==> src/rtl/sync_frame_tx.sv <==
// Serial frame transmitter: each accepted word goes out as a SYNC_WORD preamble
// and then DATA_W payload bits, MSB first, followed by at least GAP_LEN+1 idle bits.
module sync_frame_tx #(
   parameter int                  SYNC_LEN  = 5,
   parameter logic [SYNC_LEN-1:0] SYNC_WORD = 5'b10110,
   parameter int                  DATA_W    = 8,
   parameter int                  GAP_LEN   = 0,
   parameter logic                IDLE_BIT  = 1'b0
) (
   input  logic              clk,
   input  logic              rst_n,
   input  logic [DATA_W-1:0] data_in,
   input  logic              data_valid,
   output logic              data_ready,
   output logic              tx,
   output logic              tx_active,
   output logic              frame_done,
   output logic [1:0]        fsm_state
);

   localparam int FW   = SYNC_LEN + DATA_W;
   localparam int MAXA = (SYNC_LEN > DATA_W) ? SYNC_LEN : DATA_W;
   localparam int MAXC = (MAXA > GAP_LEN) ? MAXA : GAP_LEN;
   localparam int CW   = $clog2(MAXC + 1);

   localparam logic [CW-1:0] SYNC_LAST = CW'(SYNC_LEN - 1);
   localparam logic [CW-1:0] DATA_LAST = CW'(DATA_W - 1);
   localparam logic [CW-1:0] GAP_LAST  = CW'((GAP_LEN > 0) ? GAP_LEN - 1 : 0);

   typedef enum logic [1:0] {
      ST_IDLE = 2'd0,
      ST_SYNC = 2'd1,
      ST_DATA = 2'd2,
      ST_GAP  = 2'd3
   } state_t;

   state_t          state, state_nxt;
   logic [CW-1:0]   cnt, cnt_nxt;
   logic [FW-1:0]   frame_sr, frame_sr_nxt;
   logic [FW-1:0]   load_word;
   logic            tx_nxt, tx_active_nxt, data_ready_nxt, frame_done_nxt;

   // Handshake: a word is taken on a rising edge where data_valid and the
   // registered data_ready are both high; data_ready is high only in IDLE and
   // drops on the accepting edge, so at most one word is taken per frame.
   assign load_word = {SYNC_WORD, data_in};
   assign fsm_state = state;

   always_ff @(posedge clk or negedge rst_n) begin
      if (!rst_n) begin
         state      <= ST_IDLE;
         cnt        <= '0;
         frame_sr   <= '0;
         tx         <= IDLE_BIT;
         tx_active  <= 1'b0;
         data_ready <= 1'b0;
         frame_done <= 1'b0;
      end else begin
         state      <= state_nxt;
         cnt        <= cnt_nxt;
         frame_sr   <= frame_sr_nxt;
         tx         <= tx_nxt;
         tx_active  <= tx_active_nxt;
         data_ready <= data_ready_nxt;
         frame_done <= frame_done_nxt;
      end
   end

   // Preamble and payload share one shift register; the counter alone tells
   // which phase the outgoing bit belongs to.
   always_comb begin
      state_nxt      = state;
      cnt_nxt        = cnt;
      frame_sr_nxt   = frame_sr;
      tx_nxt         = tx;
      tx_active_nxt  = tx_active;
      data_ready_nxt = data_ready;
      frame_done_nxt = 1'b0;

      case (state)
         ST_IDLE: begin
            tx_nxt         = IDLE_BIT;
            tx_active_nxt  = 1'b0;
            data_ready_nxt = 1'b1;
            if (data_valid && data_ready) begin
               tx_nxt         = load_word[FW-1];
               frame_sr_nxt   = load_word << 1;
               tx_active_nxt  = 1'b1;
               data_ready_nxt = 1'b0;
               cnt_nxt        = SYNC_LAST;
               state_nxt      = ST_SYNC;
            end
         end

         ST_SYNC: begin
            tx_nxt       = frame_sr[FW-1];
            frame_sr_nxt = frame_sr << 1;
            if (cnt == '0) begin
               cnt_nxt        = DATA_LAST;
               frame_done_nxt = (DATA_W == 1);
               state_nxt      = ST_DATA;
            end else begin
               cnt_nxt = cnt - CW'(1);
            end
         end

         ST_DATA: begin
            if (cnt == '0) begin
               tx_nxt        = IDLE_BIT;
               tx_active_nxt = 1'b0;
               frame_sr_nxt  = '0;
               if (GAP_LEN > 0) begin
                  cnt_nxt   = GAP_LAST;
                  state_nxt = ST_GAP;
               end else begin
                  data_ready_nxt = 1'b1;
                  state_nxt      = ST_IDLE;
               end
            end else begin
               tx_nxt         = frame_sr[FW-1];
               frame_sr_nxt   = frame_sr << 1;
               frame_done_nxt = (cnt == CW'(1));
               cnt_nxt        = cnt - CW'(1);
            end
         end

         ST_GAP: begin
            tx_nxt        = IDLE_BIT;
            tx_active_nxt = 1'b0;
            if (cnt == '0) begin
               data_ready_nxt = 1'b1;
               state_nxt      = ST_IDLE;
            end else begin
               cnt_nxt = cnt - CW'(1);
            end
         end

         default: begin
            tx_nxt         = IDLE_BIT;
            tx_active_nxt  = 1'b0;
            data_ready_nxt = 1'b0;
            cnt_nxt        = '0;
            state_nxt      = ST_IDLE;
         end
      endcase
   end

endmodule

==> config.mk <==
export PLATFORM = sky130hd
export DESIGN_NAME = sync_frame_tx
export DESIGN_NICKNAME = d
export VERILOG_FILES = /design/src/rtl/sync_frame_tx.sv
export SDC_FILE = /design/constraint.sdc
export NUM_CORES = 1
export LEC_CHECK = 0
export CORE_UTILIZATION = 30
export DETAILED_ROUTE_END_ITERATION = 12
export GPL_TIMING_DRIVEN = 0
export HOLD_SLACK_MARGIN = 0.15
export MAX_ROUTING_LAYER = met4
export PLACE_DENSITY = 0.54
export REMOVE_ABC_BUFFERS = 1
export SLEW_MARGIN = 20
export SYNTH_ARGS = -nofsm -noshare
export SYNTH_HDL_FRONTEND = slang
export SYNTH_SLANG_ARGS = --single-unit
export TNS_END_PERCENT = 50
==> constraint.sdc <==
create_clock -name clk -period 2.1 [get_ports clk]
set_input_delay 0.525 -clock clk [delete_from_list [all_inputs] [get_ports clk]]
set_output_delay 0.525 -clock clk [all_outputs]
set_load 0.005 [all_outputs]
==> results of run 1 <==
[state kept, by name (all words and copies together), names as in the netlist]
name        cells
frame_sr       12
cnt             4
fsm_state       2
data_ready      1
frame_done      1
tx              1
tx_active       1
[worst max-delay path: stages, from the launching register on]
cell and delay [ns]:
sky130_fd_sc_hd__dfrtp_1 0.42, sky130_fd_sc_hd__inv_1 0.10, sky130_fd_sc_hd__ha_1 0.23, sky130_fd_sc_hd__or3b_4 0.43, sky130_fd_sc_hd__a21o_1 0.34, sky130_fd_sc_hd__a21oi_1 0.21
sky130_fd_sc_hd__a31oi_1 0.06
[routing by layer]
layer / global-route usage / vias up / routed length, um
li1: - / 464 / -
met3: 0.02465 / 2 / 75
met5: - / - / 0
met4: 0.03611 / 0 / 7
met1: 0.1729 / 445 / 1248
met2: 0.2031 / 13 / 1060
[cells in the final DEF, fill, tap and decap left out, types with 2 or more instances in the layout]
| master | synthesis | final |
|---|---|---|
| sky130_fd_sc_hd__mux2i_1 | 2 | 2 |
| sky130_fd_sc_hd__o21ai_1 | 4 | 4 |
| sky130_fd_sc_hd__ha_1 | 8 | 8 |
| sky130_fd_sc_hd__clkbuf_8 | 0 | 3 |
| sky130_fd_sc_hd__nor2_1 | 6 | 6 |
| sky130_fd_sc_hd__nand3_1 | 12 | 12 |
| sky130_fd_sc_hd__clkdlybuf4s50_1 | 0 | 15 |
| sky130_fd_sc_hd__dfrtp_1 | 22 | 22 |
| sky130_fd_sc_hd__a2bb2oi_1 | 8 | 8 |
| sky130_fd_sc_hd__a31oi_1 | 2 | 2 |
| sky130_fd_sc_hd__inv_1 | 6 | 6 |
| sky130_fd_sc_hd__a21o_1 | 3 | 3 |
| sky130_fd_sc_hd__a21oi_1 | 4 | 4 |
| sky130_fd_sc_hd__nor3_1 | 3 | 3 |
| sky130_fd_sc_hd__o21ai_0 | 10 | 10 |
| sky130_fd_sc_hd__nand2_1 | 10 | 9 |
[through the flow]
step / TNS [ns] / area [um2]
floorplan: 0 / 1161
global placement: -1.300 / 1381
finish: 0 / 1450
global route: 0 / 1450
detailed placement: -1.089 / 1381
CTS: 0 / 1453
[what timing repair did]
action                                 in CTS  in global routing
endpoints found under the hold margin       0                  0
resized for setup                           0                  1
setup endpoints to repair                   0                  7
[worst max-delay path by stage]
stage / slack [ns] / to / cells after the start / from
finish: 0.18 / frame_sr[10] / 6 / cnt[0]
global route: 0.04 / frame_sr[10] / 6 / cnt[0]
CTS: 0.08 / frame_sr[3] / 6 / fsm_state[0]
detailed placement: -0.17 / frame_sr[3] / 5 / data_valid
global placement: -0.19 / frame_sr[3] / 5 / data_valid
floorplan: 0.41 / frame_sr[2] / 6 / fsm_state[0]
[cell families after synthesis]
| logic type | Yosys count |
|---|---|
| AO/OA/AOI/OAI | 37 |
| multiplexers | 3 |
| adder cells (fa/ha/maj) | 8 |
| buffers and inverters | 11 |
| flip-flops | 22 |
| AND/OR/NAND/NOR | 39 |
[layout make-up]
type | count | area, um2
Tap cell | 48 | 60.06
Clock inverter | 1 | 30.03
Timing Repair Buffer | 16 | 155.1
Fill cell | 390 | 2293
Inverter | 6 | 22.52
Multi-Input combinational cell | 87 | 590.6
Clock buffer | 3 | 41.29
Sequential cell | 22 | 550.5
[power groups by stage]
stage	logic [mW]	clock network [mW]	registers [mW]
CTS	1.34	0.403	0.765
global route	1.51	0.427	0.790
floorplan	0.994	0	0.743
global placement	1.31	0	0.764
detailed placement	1.34	0	0.772
finish	1.34	0.399	0.765
==> Implementation_results.wiki, run 1 <==
{| class="wikitable"
! Metric !! Value
|-
| Critical path data arrival time || 2.05 ns
|-
| Sw frac || 0.4110
|-
| Achievable Freq || 0.5221 GHz
|-
| Routed vias/inst || 5.049
|-
| Post-synthesis share of cell area spent on full adders, half adders and majority gates || 0.08421
|-
| Minimum setup slack among reg-to-reg paths || 0.18 ns
|-
| Total number of vias || 924
|-
| Port bufs || 16
|-
| Outcome || complete, no violations
|-
| Worst setup slack after placement || -0.1676 ns
|-
| Number of violations of the max-capacitance limit || 0
|-
| Total global routing overflow || 0
|-
| Worst slew margin || 0.6709
|-
| Post-detailed-placement half-perimeter wirelength || 1717 um
|-
| Drt wl/cell || 13.07 um
|-
| Clk Latency, worst-skew pair || 0.26 ns
|-
| Required time of the critical path || 2.23 ns
|-
| Switch Pwr || 1.030 mW
|-
| Leak pwr || 0.6354 nW
|-
| Largest net degree at the start of global routing || 23
|-
| Initial antenna violation count || 0
|-
| Clock buffers created by TritonCTS || 3
|-
| Destination of the worst register-to-register timing path || frame_sr[10]
|-
| Total of warnings raised by yosys || 0
|-
| Critical Path Start Type || register
|-
| Basic-gate share of the synthesized area counting and, or, nand and nor cells || 0.1705
|-
| Sequential group share of total power || 0.305
|-
| Total Power Consumption || 2.505 mW
|-
| Multiplexer share of the synthesized area || 0.02632
|-
| Hold buffer count at cts || 0
|-
| Worst vdd rail ir drop || 510.7 uV
|-
| N_diodes || 0
|-
| Netlist Area Pre-Place || 0.001189 mm2
|-
| Worst-path fanout max || 12
|-
| Share of the synthesized netlist area taken by xor and xnor gates || 0
|-
| Synth top cells by count || sky130_fd_sc_hd__dfrtp_1 (22), sky130_fd_sc_hd__nand3_1 (12), sky130_fd_sc_hd__nand2_1 (10), sky130_fd_sc_hd__o21ai_0 (10)
|-
| Starting utilization of the core area || 0.3175
|-
| TritonRoute pass-1 iters || 4
|-
| Number of cells produced by synthesis || 120
|-
| DRC violation count after routing || 0
|-
| Critical path class || register to register
|-
| Post-Layout Cell Count || 183
|-
| Max H-tree Level || 1
|-
| Sum of routed wire length over all layers || 2392 um
|-
| Layout area overhead || 22.00%
|-
| Prevailing post-synth register cell || sky130_fd_sc_hd__dfrtp_1
|-
| Design internal power || 1.476 mW
|-
| Power density normalized to cell area || 1728 mW/mm2
|-
| Type of the tightest min-delay check || input pin to asynchronous set/reset pin
|-
| Setup repair after global routing missed its margin || no
|-
| Clock tree from TritonCTS || done
|-
| Hold WS || 0.2173 ns
|-
| Unique cell type count in the Yosys netlist || 32
|-
| Number of global-route vias before repair || 922
|-
| Reg clk slew, reported paths || 0.09 ns
|-
| Largest family of logic cells by synthesized area || compound AO/OA/AOI/OAI gates
|-
| Endpoint kind of the worst setup timing path || register
|-
| Number of nets in the final layout || 155
|-
| Horiz. Die Dim || 64.95 um
|-
| Part of the total power dissipated in combinational logic || 0.535
|-
| Worst Clk Skew || 0.003171 ns
|-
| Fin crit share || 0.9121
|-
| Final count of pins violating max slew || 0
|-
| Fraction of registers with async set/reset || 1.000
|-
| Reg2Reg Depth || 6
|-
| Maximum root-to-sink buffer count || 2
|-
| Die Y-Extent || 64.95 um
|-
| Largest area contributor in the netlist || sky130_fd_sc_hd__dfrtp_1
|-
| Synthesized-area fraction occupied by ao, oa, aoi and oai cells || 0.2137
|-
| Worst reg2reg startpoint || cnt[0]
|-
| Synthesized flop and latch total || 22
|-
| Sink count of the clock tree || 22
|-
| Clock network power share || 0.159
|-
| Placer Congestion || 0.8289
|-
| Mean cell area of the mapped netlist || 9.905 um2
|-
| Post-synth EDFFs || 0
|-
| DRC marker count from the first detailed-route iteration || 43
|-
| Count of endpoints failing hold in the final timing report || 0
|-
| Number of routed nets with antenna violations || 0
|-
| Wire length of the first global-routing pass || 4202 um
|-
| Final setup fails || 0
|-
| Worst-Margin Slew || 0.4936 ns
|-
| Fraction of the core area covered by cells at the end of the flow || 0.3874
|-
| Global-route usage over all layers || 0.1307
|-
| Library cell with the highest instance count after synthesis || sky130_fd_sc_hd__dfrtp_1
|-
| Placed Instances || 179
|-
| Number of rows created at floorplan || 22
|-
| Portion of synthesized cell area occupied by the leading cell type || 0.4632
|-
| Clk root buf || sky130_fd_sc_hd__clkbuf_8
|-
| Share of synthesized area occupied by flip-flops and latches || 0.4632
|-
| Setup Buffers After CTS || 0
|-
| Shortest clock period the worst path allows after layout || 1.915 ns
|-
| Cell types occupying the most area after synthesis || sky130_fd_sc_hd__dfrtp_1 (46%), sky130_fd_sc_hd__ha_1 (8.4%), sky130_fd_sc_hd__a2bb2oi_1 (5.9%), sky130_fd_sc_hd__nand3_1 (5.1%), sky130_fd_sc_hd__o21ai_0 (4.2%)
|-
| Core outline area || 0.003744 mm2
|-
| Worst Slack Setup Final || 0.1846 ns
|-
| Total I/O pin count || 17
|-
| Share of final-layout standard cells stronger than drive strength 1 || 0.09630
|-
| Die footprint || 0.004218 mm2
|}
No activity file was read; power rests on OpenSTA's default activity.
==> run 2: changes to the inputs <==
--- a/config.mk
+++ b/config.mk
@@ -6,6 +6,7 @@
 export NUM_CORES = 1
 export LEC_CHECK = 0
 export CORE_UTILIZATION = 30
+export CTS_BUF_LIST = sky130_fd_sc_hd__clkbuf_4
 export DETAILED_ROUTE_END_ITERATION = 12
 export GPL_TIMING_DRIVEN = 0
 export HOLD_SLACK_MARGIN = 0.15
==> run 2 against run 1 <==
Highest routed layer unchanged; register-to-register slack about the same; total power decreased by 3.1%; cell count unchanged; flip-flop and latch count unchanged; die area unchanged; clock skew decreased by 0.0018 ns; setup slack about the same; count of clock-buffer cells in the layout unchanged; critical path depth unchanged; critical path type unchanged; wire length decreased by 0.75%; first-iteration DRC count decreased by 19%.
==> Implementation_results.wiki, run 2 (synthesized netlist as in run 1, its figures left out) <==
{| class="wikitable"
! Metric !! Value
|-
| Outcome || complete, no violations
|-
| Worst slew margin || 0.6695 (-0.001440)
|-
| Critical path data arrival time || 2.10 ns (+0.05 ns)
|-
| Number of global-route vias before repair || 925 (+0.33%)
|-
| Part of the total power dissipated in combinational logic || 0.552 (+0.017)
|-
| Number of rows created at floorplan || 22 (unchanged)
|-
| Sum of routed wire length over all layers || 2374 um (-0.75%)
|-
| Max H-tree Level || 1 (unchanged)
|-
| Critical Path Start Type || register
|-
| Reg2Reg Depth || 6 (unchanged)
|-
| Destination of the worst register-to-register timing path || frame_sr[10]
|-
| Endpoint kind of the worst setup timing path || register
|-
| Core outline area || 0.003744 mm2 (unchanged)
|-
| Sequential group share of total power || 0.314 (+0.009)
|-
| Design internal power || 1.413 mW (-4.3%)
|-
| Count of endpoints failing hold in the final timing report || 0 (unchanged)
|-
| Filler cells || 392 (+0.51%)
|-
| Post-detailed-placement half-perimeter wirelength || 1717 um (unchanged)
|-
| Final setup TNS || 0 ns (unchanged)
|-
| Drt wl/cell || 12.97 um (-0.75%)
|-
| Worst Clk Skew || 0.001380 ns (-0.001791 ns)
|-
| Port bufs || 16 (unchanged)
|-
| Most frequent cells in the layout || sky130_fd_sc_hd__dfrtp_1 (22), sky130_fd_sc_hd__clkdlybuf4s50_1 (15), sky130_fd_sc_hd__nand3_1 (12), sky130_fd_sc_hd__o21ai_0 (10), sky130_fd_sc_hd__nand2_1 (9)
|-
| Initial antenna violation count || 0 (unchanged)
|-
| Sw frac || 0.4183 (+0.007337)
|-
| Clock tree from TritonCTS || done
|-
| Minimum setup slack among reg-to-reg paths || 0.18 ns (about the same)
|-
| Fraction of the core area covered by cells at the end of the flow || 0.3824 (-0.005013)
|-
| Switch Pwr || 1.016 mW (-1.3%)
|-
| Clk root buf || sky130_fd_sc_hd__clkbuf_4
|-
| Share of final-layout standard cells stronger than drive strength 1 || 0.09630 (unchanged)
|-
| Total Power Consumption || 2.428 mW (-3.1%)
|-
| Worst reg2reg startpoint || cnt[0]
|-
| Sink count of the clock tree || 22 (unchanged)
|-
| Setup repair after global routing missed its margin || no
|-
| Number of gates resized after cts || 0 (unchanged)
|-
| Placer Congestion || 0.8289 (unchanged)
|-
| Clock network power share || 0.134 (-0.025)
|-
| Type of the tightest min-delay check || input pin to asynchronous set/reset pin
|-
| Setup Buffers After CTS || 0 (unchanged)
|-
| Worst-Margin Slew || 0.4958 ns (+0.002160 ns)
|-
| Critical path capture point || frame_sr[10]
|-
| Total number of vias || 929 (+0.54%)
|-
| Leading cell type in the layout, fill and taps excluded || sky130_fd_sc_hd__dfrtp_1
|-
| Number of routed nets with antenna violations || 0 (unchanged)
|-
| Wire length of the first global-routing pass || 4209 um (+0.17%)
|-
| Critical path class || register to register
|-
| Required time of the critical path || 2.29 ns (+0.06 ns)
|-
| Reg clk slew, reported paths || 0.13 ns (+0.04 ns)
|-
| Die Y-Extent || 64.95 um (unchanged)
|-
| N_diodes || 0 (unchanged)
|-
| Clk Latency, worst-skew pair || 0.31 ns (+0.05 ns)
|-
| Maximum root-to-sink buffer count || 2 (unchanged)
|-
| DRC marker count from the first detailed-route iteration || 35 (-19%)
|-
| Number of flip-flops in the largest register || 12 (unchanged)
|-
| Hold buffer count at cts || 0 (unchanged)
|-
| Total global routing overflow || 0 (unchanged)
|-
| Routed vias/inst || 5.077 (+0.54%)
|-
| Worst-path fanout max || 12 (unchanged)
|-
| Leak pwr || 0.6276 nW (-1.2%)
|-
| Final count of pins violating max slew || 0 (unchanged)
|-
| Worst vdd rail ir drop || 490.2 uV (-4.0%)
|-
| Power density normalized to cell area || 1696 mW/mm2 (-1.8%)
|-
| Horiz. Die Dim || 64.95 um (unchanged)
|-
| DRC violation count after routing || 0 (unchanged)
|-
| Clock buffers created by TritonCTS || 3 (unchanged)
|-
| Fin crit share || 0.9122 (about the same)
|-
| TritonRoute pass-1 iters || 4 (unchanged)
|-
| Number of nets in the final layout || 155 (unchanged)
|-
| Slowest cell delay on critical path || 0.44 ns (about the same)
|-
| Ordered cell list for the critical path || inv_1 > ha_1 > or3b_4 > a21o_1 > a21oi_1 > a31oi_1
|-
| Total stage count of the critical path || 6 (unchanged)
|-
| Layout area overhead || 20.42%
|-
| Total I/O pin count || 17 (unchanged)
|-
| Final setup fails || 0 (unchanged)
|-
| Number of violations of the max-capacitance limit || 0 (unchanged)
|-
| Buffers & Inverters on Critical Path || 1 (unchanged)
|-
| Achievable Freq || 0.5220 GHz (about the same)
|-
| Starting utilization of the core area || 0.3175 (unchanged)
|-
| Reg with most FFs || frame_sr
|-
| Die footprint || 0.004218 mm2 (unchanged)
|-
| Slowest library cell on the worst path || sky130_fd_sc_hd__dfrtp_1
|-
| Hold WS || 0.1606 ns (-0.05673 ns)
|-
| Family with the most delay on the worst path || compound AO/OA/AOI/OAI gates
|-
| Shortest clock period the worst path allows after layout || 1.916 ns (+0.0001420 ns)
|-
| Setup crit start || cnt[0]
|-
| Global-route usage over all layers || 0.1318 (+0.001149)
|-
| Largest net degree at the start of global routing || 23 (unchanged)
|}
run 2: routing by layer:
| metal | vias to the layer above | GRT usage | part of all wire |
|---|---|---|---|
| met5 | - | - | 0 |
| met2 | 22 | 0.2044 | 0.46 |
| met3 | 2 | 0.02465 | 0.041 |
| met4 | 0 | 0.04444 | 0.0063 |
| met1 | 440 | 0.1718 | 0.49 |
| li1 | 465 | - | - |
run 2: worst min path at each step:
stage / from / slack [ns] / to / depth (start not counted)
floorplan: rst_n / 0.23 / cnt[0] / 0
global placement: frame_sr[9] / 0.49 / frame_sr[9] / 2
detailed placement: tx_active / 0.50 / tx_active / 1
CTS: tx_active / 0.53 / tx_active / 1
global route: rst_n / 0.17 / fsm_state[0] / 1
finish: rst_n / 0.16 / cnt[0] / 1
run 2: layout make-up:
| type | instances | area, um2 | share of cell area |
|---|---|---|---|
| clock buffer | 3 | 22.52 | 0.01573 |
| clock inverter | 1 | 30.03 | 0.02098 |
| inverter | 6 | 22.52 | 0.01573 |
| multi-input combinational | 87 | 590.6 | 0.4126 |
| sequential | 22 | 550.5 | 0.3846 |
| tap | 48 | 60.06 | 0.04196 |
| timing repair buffer | 16 | 155.1 | 0.1084 |
run 2: power groups by stage:
stage	sequential, mW	clock (mW)	combinational [mW]
after detailed placement	0.772	0	1.34
final	0.762	0.326	1.34
after floorplan	0.743	0	0.994
after global routing	0.789	0.360	1.50
after global placement	0.764	0	1.31
after CTS	0.763	0.336	1.34
run 2: through the flow:
step	worst slack, ns	cells	cell area [um2]
finish	0.1844	183	1431
global route	0.03708	183	1431
CTS	0.06792	183	1434
detailed placement	-0.1676	179	1381
global placement	-0.1915	179	1381
floorplan	0.4060	115	1161
